**config.mk**
```make
export PLATFORM = sky130hd
export DESIGN_NAME = led_status_ctrl
export DESIGN_NICKNAME = d
export VERILOG_FILES = /design/src/rtl/led_status_ctrl.sv
export SDC_FILE = /design/constraint.sdc
export NUM_CORES = 1
export LEC_CHECK = 0
export CAP_MARGIN = 20
export CORE_MARGIN = 4
export CORE_UTILIZATION = 55
export CTS_CLUSTER_SIZE = 10
export DETAILED_ROUTE_END_ITERATION = 16
export GPL_TIMING_DRIVEN = 0
export PLACE_DENSITY = 0.84
export SLEW_MARGIN = 40
export SYNTH_ARGS = -nofsm -noshare
export SYNTH_HDL_FRONTEND = slang
export SYNTH_SLANG_ARGS = --single-unit
```
**constraint.sdc**
```tcl
create_clock -name clk -period 5.28 [get_ports clk]
set_clock_uncertainty 0.05 [all_clocks]
set_input_delay 0.528 -clock clk [delete_from_list [all_inputs] [get_ports clk]]
set_output_delay 0.528 -clock clk [all_outputs]
set_load 0.02 [all_outputs]
```
**src/rtl/led_status_ctrl.sv**
```systemverilog
// led_status_ctrl
// Registered status-LED driver for the mode-indicator bank.
//   IDLE    : mode 0 mirrors the switches, modes 1..MODE_N-1 light one
//             one-hot LED, out-of-range modes leave the bank dark.
//   ERR_ON  : all LEDs lit  (error blink, first half-period)
//   ERR_OFF : all LEDs dark (error blink, second half-period)
// An err_pulse starts (or restarts) a self-timed blink sequence of
// BLINK_CNT full on/off blinks (0 = blink until err_clear).
//
// Ports:
//   clk        system clock
//   rst        synchronous active-high reset
//   mode_state current mode from the mode FSM          [MODE_W]
//   sw         mode switches, mirrored in mode 0        [SW_W]
//   err_pulse  one-cycle error event strobe
//   err_clear  aborts the blink sequence
//   dim_level  PWM brightness for the IDLE display [4] (LED_DIM_EN only)
//   mode_led   registered LED drive                     [LED_W]
//   err_busy   registered, high while blinking
//
// Optional feature macro: LED_DIM_EN (adds dim_level and a 4-bit PWM
// counter that gates the IDLE display; the blink display is never dimmed).
module led_status_ctrl #(
    parameter int LED_W       = 8,
    parameter int SW_W        = 5,
    parameter int MODE_W      = 3,
    parameter int MODE_N      = 6,
    parameter int HALF_PERIOD = 50_000_000,
    parameter int BLINK_CNT   = 3
) (
    input  logic              clk,
    input  logic              rst,
    input  logic [MODE_W-1:0] mode_state,
    input  logic [SW_W-1:0]   sw,
    input  logic              err_pulse,
    input  logic              err_clear,
`ifdef LED_DIM_EN
    input  logic [3:0]        dim_level,
`endif
    output logic [LED_W-1:0]  mode_led,
    output logic              err_busy
);

    localparam int PW = (HALF_PERIOD > 1) ? $clog2(HALF_PERIOD) : 1;
    localparam int BW = (BLINK_CNT > 1) ? $clog2(BLINK_CNT + 1) : 1;

    typedef enum logic [1:0] {
        IDLE    = 2'd0,
        ERR_ON  = 2'd1,
        ERR_OFF = 2'd2
    } state_t;

    state_t           state_reg, state_next;
    logic [PW-1:0]    presc_reg, presc_next;
    logic [BW-1:0]    blink_reg, blink_next, blink_inc;
    logic             tick;
    logic [LED_W-1:0] onehot;
    logic [LED_W-1:0] idle_disp;
    logic [LED_W-1:0] idle_gated;
    logic [LED_W-1:0] led_next;

`ifdef LED_DIM_EN
    logic [3:0] pwm_reg;
`endif

    // One-hot decode: LED gi lights for mode gi+1. LEDs beyond the last
    // valid mode are tied off so no truncated compare can alias onto them.
    generate
        for (genvar gi = 0; gi < LED_W; gi++) begin : g_onehot
            if (gi < MODE_N - 1) begin : g_used
                assign onehot[gi] = (32'(mode_state) == gi + 1);
            end else begin : g_unused
                assign onehot[gi] = 1'b0;
            end
        end
    endgenerate

    // Out-of-range modes fall out naturally: no onehot bit matches.
    assign idle_disp = (mode_state == '0) ? LED_W'(sw) : onehot;

`ifdef LED_DIM_EN
    assign idle_gated = (pwm_reg < dim_level) ? idle_disp : '0;
`else
    assign idle_gated = idle_disp;
`endif

    assign tick      = (presc_reg == PW'(HALF_PERIOD - 1));
    assign blink_inc = blink_reg + BW'(1);

    always_comb begin
        state_next = state_reg;
        presc_next = presc_reg;
        blink_next = blink_reg;
        if (err_clear) begin
            state_next = IDLE;
            presc_next = '0;
            blink_next = '0;
        end else if (err_pulse) begin
            state_next = ERR_ON;
            presc_next = '0;
            blink_next = '0;
        end else begin
            case (state_reg)
                ERR_ON: begin
                    if (tick) begin
                        state_next = ERR_OFF;
                        presc_next = '0;
                    end else begin
                        presc_next = presc_reg + PW'(1);
                    end
                end
                ERR_OFF: begin
                    if (tick) begin
                        presc_next = '0;
                        if (BLINK_CNT != 0 && blink_inc == BW'(BLINK_CNT)) begin
                            state_next = IDLE;
                            blink_next = '0;
                        end else begin
                            state_next = ERR_ON;
                            // Endless mode never needs the count.
                            blink_next = (BLINK_CNT == 0) ? '0 : blink_inc;
                        end
                    end else begin
                        presc_next = presc_reg + PW'(1);
                    end
                end
                default: begin
                    state_next = IDLE;
                    presc_next = '0;
                    blink_next = '0;
                end
            endcase
        end
    end

    // Display follows the state being entered, so the LED register shows
    // the effect of this edge's inputs right after the edge.
    always_comb begin
        case (state_next)
            ERR_ON:  led_next = '1;
            ERR_OFF: led_next = '0;
            default: led_next = idle_gated;
        endcase
    end

    always_ff @(posedge clk) begin
        if (rst) begin
            state_reg <= IDLE;
            presc_reg <= '0;
            blink_reg <= '0;
            mode_led  <= '0;
            err_busy  <= 1'b0;
`ifdef LED_DIM_EN
            pwm_reg   <= '0;
`endif
        end else begin
            state_reg <= state_next;
            presc_reg <= presc_next;
            blink_reg <= blink_next;
            mode_led  <= led_next;
            err_busy  <= (state_next != IDLE);
`ifdef LED_DIM_EN
            pwm_reg   <= pwm_reg + 4'd1;
`endif
        end
    end

endmodule

```
==> impl_metrics.yaml, run 1 <==
synthesis:
  yosys-top-cells-count: "37 x dfxtp_1, 18 x a21oi_1, 12 x nand2_1, 11 x nor2_1, 11 x or3_1"
  synth.most_common_cell: "dfxtp_1"
  async_flop_share_pct: 0
  synth_edf_count: 0
  ys_types: 44
  ys_seq_elements: 37
  synth.avg_cell_area_sq_um: 8.77
  synthFlopType: "dfxtp_1"
  synthTopCellsByArea: "dfxtp_1 39%, a21oi_1 4.8%, or3_1 3.7%, ha_1 3.3%, nor2_2 3.3%"
  yosys_warnings: 0
  seq_area_frac_synth_pct: 39.5
  synth_top_area_share_pct: 39.5
  yosysTopAreaCell: "dfxtp_1"
  syn_area_sq_um: 1880
  synthCells: 214
  synth_nets: 231
cells_and_area:
  nNetsFinal: 258
  utilization_pct: 69.4
  n_antenna_cell: 0
  final_area_sq_um: 2190
  regArea_sq_um: 741
  drive_gt1_share_pct: 13.2
  syn_to_final_growth_pct: 16.7
  multi_input_area_sq_um: 1050
  largest_reg_flops: 26
  fillers: 280
pwr:
  cellPowerDensity_nw_per_um2: 209
  power_leakage_nw: 0.654
  p_total_w: 0.000458
  ir_drop_mv: 0.162
grt:
  grt_pass1_vias: 1502
  grt_start_max_net_pins: 12
  gr-usage-all-layers_pct: 19.4
  antenna_found_initial: 0
  grt_pass1_wl_um: 6470
  overflow: 0
run_status:
  status: "finished clean"
setup_path:
  arrival_ps: 3240
  worst-setup-path-type: "reg -> reg"
  cp-end-kind: "register"
  required_ps: 5510
  path_max_fanout: 7
  start_kind: "register"
sta:
  setup_viol: 0
  rsz0062_at_grt: "false"
  hold_viol_final: 0
  worst_slew_pin_slew_ps: 631
  post-route-period-util_pct: 57.0
  slew_viol_final: 0
  slew_headroom_pct: 57.6
  fin_tns_setup_ps: 0
  fmax_mhz: 332
  timing.final.crit_period_ps: 3010
cts:
  post_cts_resized: 0
  clock_path_buffers: 2
  h-tree-depth: 2
  clkSinkCount: 37
  clkTransAtPathRegs_ps: 110
  clk_latency_ps: 350
  tritoncts: "done"
  cts_buffers: 5
  hold_buffers: 0
  cts_root_buffer: "clkbuf_4"
  postCtsSetupBuffers: 0
route:
  routed_wl_um: 3770
  antenna_left: 0
  vias: 1671
  wl_per_cell_um: 13.2
  vias_per_cell: 5.84
  drt_iter0_markers: 60
  drc: 0
  first_pass_iters: 4
min_path:
  min-delay-path-class: "reg -> reg"
placed_design:
  port_buffers: 20
  place_congestion: 0.851
  detailed_place_hpwl_um: 2830
  post_dp_cell_area_sq_um: 2140
die:
  die_h_um: 66.4
  start_util_pct: 59.5
  fp.dieArea_sq_um: 4410
  ios: 21
  rows: 20
  die_x_um: 66.4
  core_area_sq_um: 3150
run:
  cap_violations: 0
worst paths after layout:
| check | end | slack, ps | start | cells past startpoint |
|---|---|---|---|---|
| worst min-delay path | presc_reg[0] | 430 | presc_reg[0] | 1 |
| worst min register to register | presc_reg[0] | 430 | presc_reg[0] | 1 |
| worst max register to register | mode_led[3] | 2270 | presc_reg[0] | 9 |
| worst max-delay path | mode_led[3] | 2270 | presc_reg[0] | 9 |
worst max-delay path, stage by stage (launching register included):
cell      delay [ps]
dfxtp_1          400
ha_1             240
nand4_1          200
or4_1            460
clkbuf_1         220
o21ai_0          270
a221o_1          190
ha_1             280
or4_1            480
a21oi_1          150
metrics by stage:
step | cells | worst slack [ps] | hold WS, ps
3_5_place_dp | 278 | 2330 | 410
5_1_grt | 286 | 2060 | 464
2_1_floorplan | 214 | 2590 | 389
4_1_cts | 286 | 2280 | 439
3_3_place_gp | 278 | 2330 | 402
6_report | 286 | 2270 | 432
report_power, final:
part	switching [W]	total, W	internal [W]
registers	0.000000900	0.000282	0.000281
clock network	0.0000925	0.000143	0.0000507
logic	0.0000151	0.0000323	0.0000172
total	0.000109	0.000458	0.000349
cell usage in the layout (no fill, tap or decap), types with 2 or more instances in the layout:
cell type        count
buf_6                3
or4_4                2
nand3_1              6
clkbuf_4             5
xor2_1               4
o31ai_1              5
and3_1               4
buf_4                2
nor2_2              10
a21oi_1             18
inv_1                8
or3_1               11
clkinv_2             2
clkdlybuf4s50_1     20
o211ai_1             3
and4_1               2
nand4_1              8
nor4_1               5
ha_1                 5
dfxtp_1             37
nand2b_1             2
a31o_2               2
o21ai_0              9
clkbuf_1             3
nor3_1               7
nor3b_1              2
xnor2_1              7
nand2_1             12
or4_1                8
buf_2                2
nor2_1              11
metal layers:
layer	vias up	global-route usage (%)	wire length, um
met4	0	7.36	50
met5	-	0	0
met2	43	32.1	1820
met1	778	22.7	1670
li1	844	-	-
met3	6	7.14	229
cell type report:
type                            count  area share [%]
Multi-Input combinational cell    160            47.8
Clock inverter                      2           0.457
Inverter                            8            1.37
Buffer                              9            3.03
Tap cell                           44            2.51
Clock buffer                        6            1.89
Timing Repair Buffer               20            9.14
Sequential cell                    37            33.8
cell families (layout without fill, tap and decap cells):
logic type | Yosys count | in the layout | share of synthesized area (%)
AO/OA/AOI/OAI | 45 | 45 | 15.5
XOR/XNOR | 11 | 11 | 5.13
adder cells (fa/ha/maj) | 5 | 5 | 3.33
buffers and inverters | 17 | 45 | 5.13
flip-flops | 37 | 37 | 39.5
multiplexers | 1 | 1 | 0.533
AND/OR/NAND/NOR | 98 | 98 | 30.9
(Power assumes the default switching activity.)
==> run 2: changes to the inputs <==
--- a/config.mk
+++ b/config.mk
@@ -7,11 +7,11 @@
 export LEC_CHECK = 0
 export CAP_MARGIN = 20
 export CORE_MARGIN = 4
-export CORE_UTILIZATION = 55
+export CORE_UTILIZATION = 50
 export CTS_CLUSTER_SIZE = 10
 export DETAILED_ROUTE_END_ITERATION = 16
 export GPL_TIMING_DRIVEN = 0
-export PLACE_DENSITY = 0.84
+export PLACE_DENSITY = 0.81
 export SLEW_MARGIN = 40
 export SYNTH_ARGS = -nofsm -noshare
 export SYNTH_HDL_FRONTEND = slang
==> constraint.sdc (replaced) <==
create_clock -name clk -period 2.75 [get_ports clk]
set_clock_uncertainty 0.05 [all_clocks]
set_input_delay 0.275 -clock clk [delete_from_list [all_inputs] [get_ports clk]]
set_output_delay 0.275 -clock clk [all_outputs]
set_load 0.02 [all_outputs]
==> impl_metrics.yaml, run 2 (same netlist as run 1, synthesis figures left out) <==
sta:
  slew_headroom_pct: 52.3
  fmax_mhz: 376
  post-route-period-util_pct: 96.8
  fin_tns_setup_ps: 0
  hold_viol_final: 0
  timing.final.crit_period_ps: 2660
  worst_slew_pin_slew_ps: 710
  whs_ps: 458
  setup_viol: 0
  slew_viol_final: 0
cells_and_area:
  fillers: 279
  largest_reg_flops: 26
  utilization_pct: 69.6
  final_common_cell: "dfxtp_1"
  n_antenna_cell: 0
  final_cells: 299
  nNetsFinal: 269
  final_cell_mix: "33 x dfxtp_1, 20 x clkdlybuf4s50_1, 17 x a21oi_1"
  drive_gt1_share_pct: 23.7
  syn_to_final_growth_pct: 28.6
route:
  vias_per_cell: 5.79
  first_pass_iters: 4
  vias: 1730
  wl_per_cell_um: 14.0
  routed_wl_um: 4180
  drc: 0
  antenna_left: 0
  drt_iter0_markers: 148
setup_path:
  worst-setup-path-type: "reg -> reg"
  start_kind: "register"
  rr_endpoint: "mode_led[1]"
  cp_slowest_cell: "or4b_4"
  r2r_slack_ps: 90
  r2r_start: "presc_reg[18]"
  reg2reg_depth: 10
  arrival_ps: 2830
  cp-end-kind: "register"
  path_max_fanout: 5
  required_ps: 2920
  max_stage_delay_ps: 550
  cp_cell_sequence: "or4b_4 -> or3b_1 -> buf_6 -> nor2_2 -> o211ai_1 -> ha_4 -> buf_4 -> nor3_1 -> o21ai_0 -> a21oi_1"
run_status:
  status: "finished clean"
pwr:
  netSwitchingPower_w: 0.000213
  pwr-share-seq_pct: 53.2
  cellPowerDensity_nw_per_um2: 420
  ir_drop_mv: 0.348
  p_total_w: 0.00101
  power_leakage_nw: 0.757
  p_clk_share_pct: 40.0
  swShare_pct: 21.0
  cell_internal_pwr_w: 0.000802
  combPwrFrac_pct: 6.8
min_path:
  min-delay-path-class: "reg -> reg"
  min_to: "presc_reg[24]"
  hold_depth: 2
  hp-start: "presc_reg[24]"
placed_design:
  dp_cells: 280
  detailed_place_hpwl_um: 2780
  place_congestion: 0.796
  port_buffers: 20
die:
  start_util_pct: 54.1
  ios: 21
  fp.dieArea_sq_um: 4800
  die_h_um: 69.3
  core_area_sq_um: 3470
  rows: 21
  die_x_um: 69.3
grt:
  top_usage_layer: "met2"
  met1_usage_pct: 20.3
  grt_start_max_net_pins: 12
  use_met3_pct: 4.35
  gr-usage-met2_pct: 26.1
  gr-usage-all-layers_pct: 16.1
  grt_pass1_vias: 1423
  overflow: 0
  antenna_found_initial: 0
  grt_pass1_wl_um: 6350
cts:
  tritoncts: "done"
  clk_latency_ps: 290
  cts_buffers: 5
  clkSinkCount: 37
  clkTransAtPathRegs_ps: 70
  cts_root_buffer: "clkbuf_8"
  h-tree-depth: 2
  clock_path_buffers: 2
  hold_buffers: 0
run:
  cap_violations: 0
run 2: changes by cell type in the layout (fill, tap and decap cells not counted), sizes merged:
cell / previous run / this run
clkinv: 2 / 1
buf: 7 / 19
run 2: worst max-delay path by stage:
stage / startpoint / end / slack [ps] / cells after the start
floorplan: presc_reg[0] / mode_led[0] / 60 / 9
CTS: presc_reg[1] / mode_led[3] / 0.9 / 8
finish: presc_reg[18] / mode_led[1] / 90 / 10
global placement: presc_reg[0] / mode_led[0] / -180 / 9
detailed placement: presc_reg[0] / mode_led[3] / -230 / 9
global route: presc_reg[0] / mode_led[1] / -40 / 11
run 2: power groups by stage:
stage / clock network [W] / registers (W) / logic, W
after global routing: 0.000441 / 0.000540 / 0.0000744
after floorplan: 0 / 0.000559 / 0.0000226
final: 0.000406 / 0.000540 / 0.0000688
after detailed placement: 0 / 0.000554 / 0.0000619
after global placement: 0 / 0.000554 / 0.0000609
after CTS: 0.000420 / 0.000542 / 0.0000623
run 2: timing repair:
action	4_1_cts	5_1_grt
resized for setup	8	13
buffers inserted	8	4
setup endpoints to repair	4	4
pin swaps	7	11
endpoints found under the hold margin	0	0
run 2: metal layers:
layer / vias up / wire [um]
li1: 872 / -
met3: 6 / 199
met4: 0 / 65
met2: 42 / 2020
met1: 810 / 1900
met5: - / 0
run 2: worst max-delay path: cells and delay by family (launching register included):
family                   cells  cell delay [ps]
buffers and inverters        2              280
AND/OR/NAND/NOR              4             1180
AO/OA/AOI/OAI                3              460
adder cells (fa/ha/maj)      1              280
flip-flops                   1              340
run 2: cell type report:
class / count / area (sq um) / area share (%)
multi-input cells: 160 / 1120 / 46.4
flip-flops and latches: 37 / 751 / 31.1
repair buffers: 32 / 290 / 12.0
clock buffers: 7 / 96.3 / 3.99
plain buffers: 8 / 62.6 / 2.59
well taps: 46 / 57.6 / 2.38
inverters: 8 / 30.0 / 1.24
clock inverters: 1 / 5.00 / 0.207
run 2: stage by stage:
step | setup WS, ps | area, sq um
floorplan | 55.9 | 1880
global placement | -181 | 2130
detailed placement | -229 | 2140
CTS | 0.856 | 2320
global route | -37.8 | 2410
finish | 88.6 | 2410
